File: config.mk
export PLATFORM = sky130hd
export DESIGN_NAME = chad_irq_ctrl
export DESIGN_NICKNAME = d
export VERILOG_FILES = /design/src/rtl/chad_irq_ctrl.sv
export SDC_FILE = /design/constraint.sdc
export NUM_CORES = 1
export LEC_CHECK = 0
export BUFFER_PORTS_ARGS = -buffer_cell sky130_fd_sc_hd__buf_2
export CAP_MARGIN = 20
export CORE_ASPECT_RATIO = 1.1
export CORE_UTILIZATION = 30
export CTS_CLUSTER_DIAMETER = 200
export DETAILED_ROUTE_END_ITERATION = 6
export PLACE_DENSITY = 0.56
export SLEW_MARGIN = 20
export SYNTH_ARGS = -nofsm -noshare
export SYNTH_HDL_FRONTEND = slang
export SYNTH_SLANG_ARGS = --single-unit
File: constraint.sdc
create_clock -name clk -period 1.77 [get_ports clk]
set_input_delay 0.0885 -clock clk [delete_from_list [all_inputs] [get_ports clk]]
set_output_delay 0.0885 -clock clk [all_outputs]
set_load 0.02 [all_outputs]
File: src/rtl/chad_irq_ctrl.sv
`default_nettype none
// ============================================================================
// Module   : chad_irq_ctrl
// Brief    : Interrupt scheduler for the chad core. Edge-latches up to 15
//            sources, masks them, selects the lowest-index pending source and
//            holds irq/ivec until the core acknowledges.
// Revision : 1.0 - initial release
// ============================================================================
module chad_irq_ctrl #(
  parameter int WIDTH = 18,
  parameter int NSRC  = 8
) (
  input  logic             clk,
  input  logic             reset,
  input  logic             hold,
  input  logic             io_sel,
  input  logic [1:0]       io_addr,
  input  logic             io_wr,
  input  logic             io_rd,
  input  logic [WIDTH-1:0] io_wdata,
  output logic [WIDTH-1:0] io_rdata,
  input  logic [NSRC-1:0]  src,
  output logic             irq,
  output logic [3:0]       ivec,
  input  logic             iack
);

  localparam logic [0:0] S_IDLE = 1'b0;
  localparam logic [0:0] S_REQ  = 1'b1;

  localparam logic [1:0] A_PEND = 2'd0;
  localparam logic [1:0] A_EN   = 2'd1;
  localparam logic [1:0] A_CTRL = 2'd2;
  localparam logic [1:0] A_LAST = 2'd3;

  logic [NSRC-1:0] src_q;
  logic [NSRC-1:0] pend_q, pend_d;
  logic [NSRC-1:0] en_q,   en_d;
  logic            gie_q,  gie_d;
  logic [3:0]      last_q, last_d;
  logic [0:0]      state_q, state_d;
  logic [3:0]      sel_q,  sel_d;

  logic            w_wr;
  logic [NSRC-1:0] w_edge;
  logic [NSRC-1:0] w_cand;
  logic            w_req;
  logic [3:0]      w_enc;
  logic [NSRC-1:0] w_sel_mask;
  logic            w_sel_live;
  logic            w_ack;
  logic            w_unused;

  assign w_wr     = io_sel & io_wr & ~hold;
  assign w_edge   = src & ~src_q;
  assign w_cand   = pend_q & en_q;
  assign w_req    = gie_q & (|w_cand);
  assign w_ack    = (state_q == S_REQ) & iack;
  // Read strobe has no side effects and upper write bits have no storage.
  assign w_unused = ^{io_rd, io_wdata};

  // Priority encoder: the lowest-index candidate wins.
  always_comb begin
    w_enc = 4'd0;
    for (int i = NSRC - 1; i >= 0; i--) begin
      if (w_cand[i]) w_enc = 4'(i);
    end
  end

  // One-hot decode of the frozen selection, used for ack-clear and retract.
  always_comb begin
    w_sel_mask = '0;
    for (int i = 0; i < NSRC; i++) begin
      w_sel_mask[i] = (sel_q == 4'(i));
    end
  end

  assign w_sel_live = gie_q & (|(w_sel_mask & pend_q & en_q));

  // Register file next-state; a new edge beats both W1C and ack clear.
  always_comb begin
    pend_d = pend_q;
    en_d   = en_q;
    gie_d  = gie_q;
    last_d = last_q;
    if (w_wr && io_addr == A_PEND) pend_d = pend_d & ~io_wdata[NSRC-1:0];
    if (w_wr && io_addr == A_EN)   en_d   = io_wdata[NSRC-1:0];
    if (w_wr && io_addr == A_CTRL) gie_d  = io_wdata[0];
    if (w_ack) begin
      pend_d = pend_d & ~w_sel_mask;
      gie_d  = 1'b0;
      last_d = sel_q + 4'd1;
    end
    pend_d = pend_d | w_edge;
  end

  // Request FSM: latch the winner on entry to REQ and hold it until retired.
  always_comb begin
    state_d = state_q;
    sel_d   = sel_q;
    case (state_q)
      S_IDLE: begin
        if (w_req) begin
          state_d = S_REQ;
          sel_d   = w_enc;
        end
      end
      S_REQ: begin
        if (iack)             state_d = S_IDLE;
        else if (!w_sel_live) state_d = S_IDLE;
      end
      default: state_d = S_IDLE;
    endcase
  end

  // State registers with synchronous reset.
  always_ff @(posedge clk) begin
    if (reset) begin
      src_q   <= '0;
      pend_q  <= '0;
      en_q    <= '0;
      gie_q   <= 1'b0;
      last_q  <= 4'd0;
      state_q <= S_IDLE;
      sel_q   <= 4'd0;
    end else begin
      src_q   <= src;
      pend_q  <= pend_d;
      en_q    <= en_d;
      gie_q   <= gie_d;
      last_q  <= last_d;
      state_q <= state_d;
      sel_q   <= sel_d;
    end
  end

  assign irq  = (state_q == S_REQ);
  assign ivec = irq ? (sel_q + 4'd1) : 4'd0;

  // Combinational read mux; zero when not selected and above implemented bits.
  always_comb begin
    io_rdata = '0;
    if (io_sel) begin
      case (io_addr)
        A_PEND:  io_rdata[NSRC-1:0] = pend_q;
        A_EN:    io_rdata[NSRC-1:0] = en_q;
        A_CTRL:  io_rdata[1:0]      = {irq, gie_q};
        A_LAST:  io_rdata[3:0]      = last_q;
        default: io_rdata = '0;
      endcase
    end
  end

endmodule
`default_nettype wire

==> results.md, run 1 <==
- The flow ran to the end, and the final reports show no timing, DRC or antenna violations.
- Clock latency on the worst-skew pair, taken at its later pin, is 0.28 ns.
- The horizontal extent of the die is 76.4 um.
- The type of the worst setup path is reg -> out.
- In the final routed layout, each cell accounts on average for 12.9 um.
- The proportion of register bits with asynchronous set or reset after synthesis is 0%.
- The area added between synthesis and finish is 16.8%.
- The share of the Yosys chip area taken by registers is 36.1%.
- The count of flip-flops with a built-in enable after synthesis is 0.
- The region available for standard cell placement spans 5810 um2.
- The data arrival time at the worst-slack endpoint is 1.52 ns.
- The clock network is responsible for 36.0% of the overall power.
- The maximum level of the CTS H-tree is 2.
- The final global-route overflow total is 0.
- The post-route minimum period is 1.61 ns.
- In this run, post-CTS hold repair placed 0 buffers.
- The post-synthesis cell area is 1830 um2.
- The I/O pin count is 58.
- Across the run, the number of max-cap violations was 0.
- Routability-driven placement finished with a final weighted congestion of 0.860.
- Summed over all cells, the static leakage comes to 0.933 nW.
- During synthesis, Yosys emitted a total of 0 warnings.
- The number of buffers between clock root and the deepest sink is 2.
- Entering global routing, the biggest net connects 23 pins.
- Clock-pin slew was measured on the worst setup and hold paths at 0.06 ns.
- The via count of the routed design is 1,506.
- The completed layout was analyzed and its total power is 1.51 mW.
- Setup repair after global routing left no endpoint under its margin.
- The half-perimeter wire length of the detailed placement result is 3.21 mm.
- The vias per cell is 4.68.
- In the final timing run, aggregate negative setup slack is 0 ns.
- The worst-case clock skew is 0.00877 ns.
- In this run the post-CTS setup repair buffer count came out at 0.
- The TritonCTS buffer count is 5.
- The combinational share of power is 11.1%.
- The floorplan has 29 rows.
- The first-pass GRT wire length is 6.80 mm.
- The launch point of the worst reg-to-reg path is sel_q[0].
- The via count of the first global-routing pass is 1,389.
- The clock tree from TritonCTS is done.
- In this run the remaining antenna-violating nets after routing total 0.
- The final critical path takes up 90.7% of the cycle.
- In this run the vertical extent of the chip is 83.9 um.
- The detailed-router iteration count before antenna repair is 4.
- The switching fraction of total power is 25.5%.
- STA classifies the critical path startpoint as a flop.
- Averaged over all synthesized cells, the footprint is 8.92 um2.
- The required time at the endpoint of the critical path is 1.68 ns.
- The first element of the critical path is sel_q[2].
- The sink count of the clock tree is 33.
- Buffers placed on the I/O ports in this run total 36.
- The initial antenna violation count is 0.
- The power per cell area is 708 nW/um2.
- The number of library cell types mapped by synthesis is 44.
- The floorplan die area is 6410 um2.
- The aggregate global-route resource usage is 13.7%.
- The number of cells produced by synthesis is 205.
- The post-cts sizing count is 0.
- For this configuration, the core starts out at a cell density of 31.5%.
- The violation count after the first detailed-route iteration is 68.
- The worst-path maximum fanout is 8.
- The worst-case IR drop observed on VDD is 0.365 mV.
- The internal power of the cells totals 1.13 mW.
- In this run the power spent charging and discharging nets is 385 uW.
- Hold timing on the final database bottoms out at a slack of 0.0592 ns.
- In the routed design, unresolved DRC markers number 0.
- Based on the critical path, the design can be clocked at up to 623 MHz.
- After the last flow step, the layout net total stands at 285.
- The post-route netlist has 24.1% of its cells at a drive strength greater than 1.
- The count of pins over their slew limit is 0.
- In this run the most critical hold path is launched from io_wdata[2].
- The wire length after detailed routing is 4.16 mm.
- After synthesis the netlist holds a flip-flop and latch count of 33.
- The final hold violation count was 0.
- The CTS root buffer is clkbuf_8.
- 0 antenna diodes ended up in the layout.
- The number of setup violations in the final report is 0.
- The library cell used most frequently in the layout, excluding fill and tap cells, is buf_2.
- The top cell types in the final layout, fill and taps aside, are buf_2, dfxtp_1, nor2_1.
- STA classifies the critical path endpoint as an output pin.
- The top flip-flop cell by instance count after synthesis is dfxtp_1.
- The min-delay analysis places its worst path in the category in -> reg.
- Of the total power, registers draw 52.9%.
-- area by class of cell --
class / count / area, um2
Clock buffer: 8 / 80.1
Fill cell: 613 / 3670
Inverter: 15 / 56.3
Multi-Input combinational cell: 148 / 1020
Sequential cell: 33 / 661
Tap cell: 77 / 96.3
Timing Repair Buffer: 41 / 218
-- power by group through the flow --
stage	Sequential, mW	Combinational [mW]	Clock [mW]
after global routing	0.803	0.187	0.585
after floorplan	0.809	0.133	0
after detailed placement	0.816	0.169	0
final	0.800	0.167	0.544
after CTS	0.799	0.169	0.553
after global placement	0.815	0.168	0
-- synthesized netlist by cell type, types with 2 or more instances --
cell type | count | area (um2)
a211oi_1 | 3 | 22.5
a21o_1 | 6 | 45.0
a21oi_1 | 5 | 25.0
a21oi_2 | 2 | 17.5
a221oi_1 | 5 | 43.8
a22o_1 | 3 | 26.3
a311oi_1 | 3 | 26.3
a31oi_1 | 2 | 12.5
and2_1 | 6 | 37.5
buf_2 | 3 | 15.0
buf_4 | 11 | 82.6
clkbuf_1 | 2 | 7.51
dfxtp_1 | 33 | 661
ha_1 | 6 | 75.1
inv_1 | 15 | 56.3
mux2i_1 | 15 | 150
mux4_2 | 2 | 45.0
nand2_1 | 18 | 67.6
nand2b_1 | 7 | 43.8
nand3_1 | 4 | 20.0
nand4_1 | 3 | 18.8
nor2_1 | 19 | 71.3
nor2b_1 | 9 | 56.3
o211ai_1 | 2 | 15.0
o21ai_1 | 2 | 10.0
-- sequential cells by signal, indices dropped and copies added (netlist names) --
| register | flops |
|---|---|
| en_q | 8 |
| gie_q | 1 |
| irq | 1 |
| last_q | 4 |
| pend_q | 8 |
| sel_q | 3 |
| src_q | 8 |
-- worst max-delay path: stages (launching register included) --
cell and delay [ns]:
dfxtp_1 0.52, inv_1 0.11, ha_1 0.34, nor2_1 0.10
buf_2 0.17
-- routing by layer --
| layer | vias to the layer above | global-route usage [%] | part of all wire (%) |
|---|---|---|---|
| li1 | 771 | - | - |
| met1 | 692 | 17.2 | 48 |
| met2 | 38 | 23.1 | 46 |
| met3 | 5 | 3.39 | 4.7 |
| met4 | 0 | 4.20 | 0.96 |
| met5 | - | 0 | 0 |
-- logic make-up after synthesis --
group / share of synthesized area [%]
buf+inv: 9.65
other cells: 0.205
mux: 10.7
simple gates: 23.0
compound gates: 16.2
flops: 36.1
fa+ha+maj: 4.11
-- through the flow --
| step | area, um2 | setup WS (ns) | util [%] | std cells |
|---|---|---|---|---|
| 6_report | 2140 | 0.164 | 36.8 | 322 |
| 5_1_grt | 2140 | 0.0917 | 36.8 | 322 |
| 4_1_cts | 2140 | 0.181 | 36.8 | 322 |
| 3_5_place_dp | 2060 | 0.250 | 35.4 | 314 |
| 3_3_place_gp | 2060 | 0.233 | 35.4 | 314 |
| 2_1_floorplan | 1860 | 0.418 | - | 214 |
-- final timing paths --
path | to | slack (ns) | cells past startpoint
worst min-delay path | en_q[2] | 0.06 | 3
worst max-delay path | ivec[2] | 0.16 | 4
worst max register to register | irq | 0.25 | 5
worst min register to register | pend_q[7] | 0.45 | 2
Note: power is estimated with default switching activity, not from simulation.
==> run 2: changes to the inputs <==
==> constraint.sdc (replaced) <==
create_clock -name clk -period 1.65 [get_ports clk]
set_input_delay 0.0825 -clock clk [delete_from_list [all_inputs] [get_ports clk]]
set_output_delay 0.0825 -clock clk [all_outputs]
set_load 0.02 [all_outputs]
==> results.md, run 2 (same netlist as run 1, synthesis figures left out) <==
- The count of pins over their slew limit is 0.
- The fraction of final layout cells with drive strength greater than 1 is 26.0%.
- The area used by sequential logic in the layout is 661 um2.
- For this block, the routed nets add up to 4.21 mm of wire.
- The via count of the first global-routing pass is 1,408.
- For the final database, setup skew stands at 0.00830 ns.
- Leaving out fill and tap cells, the most frequent cells in the layout are buf_2, dfxtp_1, nor2_1.
- 58 I/O pins were placed.
- The worst path meets setup with 0.0993 ns of slack.
- The first-pass GRT wire length is 6.96 mm.
- The required time at the endpoint of the critical path is 1.57 ns.
- The depth of the worst hold-timing path is 3.
- In the routed design, unresolved DRC markers number 0.
- The data arrival time at the worst-slack endpoint is 1.47 ns.
- The horizontal extent of the die is 76.4 um.
- The die is 83.9 um tall.
- The maximum ir drop on the vdd rail is 0.343 mV.
- The launch point of the worst hold path is io_wdata[4].
- The sink count of the clock tree is 33.
- The floorplan die area is 6410 um2.
- The weighted congestion reported at the end of routability-driven placement is 0.800.
- The most common cell after layout, fill and taps aside is buf_2.
- After layout, the worst path uses 94.0% of the clock period.
- The worst-path maximum fanout is 6.
- The largest net degree at the start of global routing is 28.
- Measured in cells, the most critical reg-to-reg path has a length of 5.
- Setup slack on the worst reg-to-reg path comes out at 0.12 ns.
- Summed over all layers, the global routing overflow is 0.
- The aggregate global-route resource usage is 14.0%.
- The violation count after the first detailed-route iteration is 47.
- The type of the worst setup path is reg -> out.
- For this design the static power due to leakage is 0.938 nW.
- Cells fill 37.6% of the core in the end.
- STA classifies the critical path endpoint as an output pin.
- The path category of the worst min-delay check is in -> reg.
- Clock-pin slew was measured on the worst setup and hold paths at 0.07 ns.
- After routing, the total negative slack on setup checks comes to 0 ns.
- The launch point of the worst reg-to-reg path is sel_q[0].
- The initial standard-cell utilization of the core is 31.5%.
- The largest registers in the layout are en_q: 8 flops, pend_q: 8 flops, src_q: 8 flops.
- The count of antenna diodes in the layout is 0.
- The startpoint type of the worst setup path is a flop.
- The hold-critical path endpoint is en_q[4].
- The final hold violation count was 0.
- Setup repair after global routing left no endpoint under its margin.
- The count of buffers added on input and output ports is 36.
- The detail route stage leaves a number of antenna-violating nets equal to 0.
- The total number of placement rows is 29.
- In the final layout, the multi-input gates occupy 1040 um2.
- In the final routed layout, each cell accounts on average for 13.0 um.
- TritonCTS built the clock tree.
- The placeable core region is 5810 um2.
- The power per cell area is 759 nW/um2.
- Using the TritonRoute via totals, the vias-per-cell ratio works out to 4.70.
- The number of filler instances in the final layout is 606.
- The number of nets in the final layout is 286.
- The number of instances in the placed design is 315.
- The clock passes through at most 2 buffers.
- The post-route minimum period is 1.55 ns.
- Prior to clock tree synthesis, the placed netlist has a worst setup slack of 0.152 ns.
- The initial antenna violation count is 0.
- The half-perimeter wire length of the detailed placement result is 3.19 mm.
- The via count of the routed design is 1,517.
- The source-to-sink clock delay at the later pin of the worst-skew pair is 0.29 ns.
- The area added between synthesis and finish is 19.4%.
- The number of clock buffers added by TritonCTS is 5.
- The max-capacitance violation count is 0.
- The highest clock frequency the design can meet is 645 MHz.
- The number of setup violations in the final report is 0.
- Once layout is complete, the cells apart from fillers number 323.
- Overall power consumption after layout is estimated at 1.66 mW.
- In this run the clock root is driven by a clkbuf_8.
- The run finished with clean final reports.
- The H-tree generated during clock tree synthesis spans 2 levels.
- The detailed-router iteration count before antenna repair is 4.
- The worst flop-to-flop path endpoint is irq.
## run 2: what timing repair did
item                                    4_1_cts  5_1_grt
gates resized for setup                       0        2
endpoints found under the setup margin        0        1
hold buffers                                  0        0
setup buffers                                 0        0
## run 2: worst max-delay path, cell delays in order (launching register included)
cell	delay (ns)
dfxtp_1	0.43
ha_1	0.25
ha_4	0.22
nor2_1	0.12
buf_4	0.15
## run 2: layout make-up
type                       count  area share (%)
inverter                      15            2.58
tap                           77            4.42
timing repair buffer          42            11.0
clock buffer                   5            3.15
sequential                    33            30.3
multi-input combinational    148            47.5
clock inverter                 3            1.03
## run 2: per-layer routing
layer / wire [um] / part of all wire [%] / track usage, % / vias to the layer above
met5: 0 / 0 / 0 / -
met4: 42 / 1.0 / 4.55 / 0
met3: 160 / 3.8 / 3.93 / 10
met2: 2000 / 47 / 22.8 / 41
met1: 2010 / 48 / 17.7 / 693
li1: - / - / - / 773
## run 2: how the worst max path moves through the flow
| stage | startpoint | to | slack (ns) | cells after the start |
|---|---|---|---|---|
| after floorplan | irq | ivec[3] | 0.30 | 2 |
| after global placement | sel_q[0] | irq | 0.17 | 5 |
| after detailed placement | sel_q[0] | irq | 0.15 | 5 |
| after CTS | sel_q[1] | ivec[2] | 0.02 | 5 |
| after global routing | sel_q[0] | ivec[2] | 0.008 | 4 |
| final | sel_q[0] | ivec[2] | 0.1 | 4 |
## run 2: through the flow
stage | instance area, um2 | hold WS, ns
4_1_cts | 2170 | 0.0339
2_1_floorplan | 1860 | 0.230
3_5_place_dp | 2080 | 0.345
3_3_place_gp | 2080 | 0.340
5_1_grt | 2180 | 0.0363
6_report | 2180 | 0.0502
## run 2: power breakdown
part	internal (mW)	switching, mW
registers	0.829	0.0289
logic	0.0790	0.101
clock network	0.296	0.322
==> run 3: changes to the inputs <==
--- a/config.mk
+++ b/config.mk
@@ -5,13 +5,13 @@
 export SDC_FILE = /design/constraint.sdc
 export NUM_CORES = 1
 export LEC_CHECK = 0
-export BUFFER_PORTS_ARGS = -buffer_cell sky130_fd_sc_hd__buf_2
 export CAP_MARGIN = 20
 export CORE_ASPECT_RATIO = 1.1
 export CORE_UTILIZATION = 30
 export CTS_CLUSTER_DIAMETER = 200
 export DETAILED_ROUTE_END_ITERATION = 6
-export PLACE_DENSITY = 0.56
+export DONT_BUFFER_PORTS = 1
+export PLACE_DENSITY = 0.48
 export SLEW_MARGIN = 20
 export SYNTH_ARGS = -nofsm -noshare
 export SYNTH_HDL_FRONTEND = slang
==> results.md, run 3 (same netlist as run 1, synthesis figures left out) <==
- The flow ran to the end, and the final reports show no timing, DRC or antenna violations.
- Setup violations remaining at the end of the flow were counted as 0.
- The data arrival time at the worst-slack endpoint is 1.46 ns.
- In the layout the commonest cells are dfxtp_1, nor2_1, nand2_1, dlygate4sd3_1.
- The startpoint type of the worst setup path is a flop.
- Global routing used 15.4% of the available tracks.
- The via count of the routed design is 1,445.
- The number of cells on the worst reg-to-reg path is 6.
- The floorplan die area is 6410 um2.
- The number of buffers between clock root and the deepest sink is 2.
- The I/O pin count is 58.
- The power per cell area is 757 nW/um2.
- The largest net degree at the start of global routing is 26.
- Setup total negative slack on the finished layout was measured at 0 ns.
- For hold timing, the worst endpoint is gie_q.
- The TritonCTS buffer count is 5.
- In the final routed layout, each cell accounts on average for 14.5 um.
- The required time at the endpoint of the critical path is 1.57 ns.
- The count of pins over their slew limit is 0.
- The initial antenna violation count is 0.
- For this run the aggregate overflow at the end of global routing stands at 0.
- Setup repair after global routing left no endpoint under its margin.
- The pin slew with the least headroom to its limit is 0.974 ns.
- The tightest min-delay check is of the in -> reg type.
- Buffers added to address setup during post-CTS repair amount to 0.
- The initial standard-cell utilization of the core is 31.5%.
- The number of antenna diodes in the final layout is 0.
- The number of nets in the final layout is 268.
- Leaving out fill and tap cells, the most frequent cell in the layout is dfxtp_1.
- The total power draw is 1.63 mW.
- Along the worst hold path, the cell count comes to 2.
- On the final layout, the worst hold slack is 0.0175 ns.
- Of all nets on the critical path, the largest fanout is 5.
- The maximum ir drop on the vdd rail is 0.483 mV.
- Routability-driven placement finished with a final weighted congestion of 0.781.
- The endpoint identified for the worst register-to-register timing path is irq.
- The critical path in this run is classified as reg -> out.
- The post-route fraction of the period consumed by the critical path is 93.5%.
- The largest registers in the layout are en_q: 8 flops, pend_q: 8 flops, src_q: 8 flops.
- The element type at the critical path end is an output pin.
- The count of cells in the finished layout, fillers not included, comes to 304.
- The tree is rooted in a clkbuf_8.
- The reg2reg setup slack is 0.14 ns.
- The startpoint identified for the worst register-to-register timing path is sel_q[1].
- Once detail routing completed, the nets flagged for antenna violations numbered 0.
- The worst path needs 1.54 ns of the cycle, external delays included.
- The first-pass GRT wire length is 7.63 mm.
- Clock latency on the worst-skew pair, taken at its later pin, is 0.28 ns.
- The violation count after the first detailed-route iteration is 85.
- The vias per cell is 4.75.
- The final hold violation count is 0.
- Measured along the y axis, the die boundary spans 83.9 um.
- In this run the tightest slew margin relative to its limit is 34.9%.
- The maximum level of the CTS H-tree is 2.
- Once placement completed, the tool counted placed cells totaling 279.
- The floorplan step set the die width to 76.4 um.
- Row generation in the floorplan step produced 29 rows.
- The detailed-router iteration count before antenna repair is 4.
- Compared with the post-synthesis result, the final layout area differs by 17.8%.
- In this run the static leakage power is 0.859 nW.
- In the routed design, unresolved DRC markers number 0.
- Across the run, the number of max-cap violations was 0.
- The via count of the first global-routing pass is 1,536.
- The clock transition time at the flip-flop clock pins of the worst setup and hold paths is 0.06 ns.
- The worst hold path begins at io_wdata[0].
- Of the cells placed in the final design, the portion with a size suffix greater than 1 is 12.3%.
- On the final layout, the worst clock skew is 0.00563 ns.
- The number of filler instances in the final layout is 643.
- The count of buffers added on input and output ports is 0.
- The clock net in this run drives a total of 33 sinks.
- The clock tree from TritonCTS is done.
- The half-perimeter wire length of the detailed placement result is 3.24 mm.
- The placeable core region is 5810 um2.
- Static timing analysis puts the maximum clock frequency at 648 MHz.
- After detailed routing, the total wire length is 4.42 mm.
run 3: worst max-delay path by stage:
stage,startpoint,endpoint,depth (start not counted)
floorplan,irq,ivec[3],2
global placement,sel_q[1],irq,6
detailed placement,sel_q[1],irq,6
CTS,sel_q[2],ivec[2],4
global route,reset,pend_q[4],3
finish,irq,io_rdata[1],3
run 3: power by group:
group | leakage [nW] | internal (mW) | total [mW] | switching [mW]
registers | 0.272 | 0.830 | 0.860 | 0.0301
logic | 0.542 | 0.0823 | 0.163 | 0.0804
clock network | 0.0443 | 0.331 | 0.608 | 0.278
total | 0.859 | 1.24 | 1.63 | 0.388
run 3: stage by stage:
step	util, %	setup WS, ns	instance area (um2)
floorplan	-	0.304	1860
global placement	32.4	0.126	1880
detailed placement	32.4	0.114	1880
CTS	37.0	0.0289	2150
global route	37.1	0.0364	2150
finish	37.1	0.108	2150
run 3: repair_timing:
action,CTS,global route
hold buffers,18,0
hold endpoints to repair,28,0
setup endpoints to repair,0,2
gates resized for setup,0,3
run 3: final cells by class:
| class | count | area (um2) | share of cell area (%) |
|---|---|---|---|
| Multi-Input combinational cell | 148 | 1020 | 47.6 |
| Sequential cell | 33 | 664 | 30.9 |
| Timing Repair Buffer | 24 | 225 | 10.5 |
| Tap cell | 77 | 96.3 | 4.47 |
| Clock buffer | 7 | 86.3 | 4.01 |
| Inverter | 15 | 56.3 | 2.61 |
run 3: critical path, cell delays in order, from the launching register on:
cell and delay (ns):
dfxtp_1 0.34, buf_4 0.17, mux4_2 0.43, and2_1 0.24
run 3: routing by layer:
metal	share of wire, %	GRT usage (%)	vias to the layer above
li1	-	-	737
met1	48	19.9	668
met2	46	25.1	36
met3	4.7	4.04	4
met4	1.2	4.72	0
met5	0	0	-
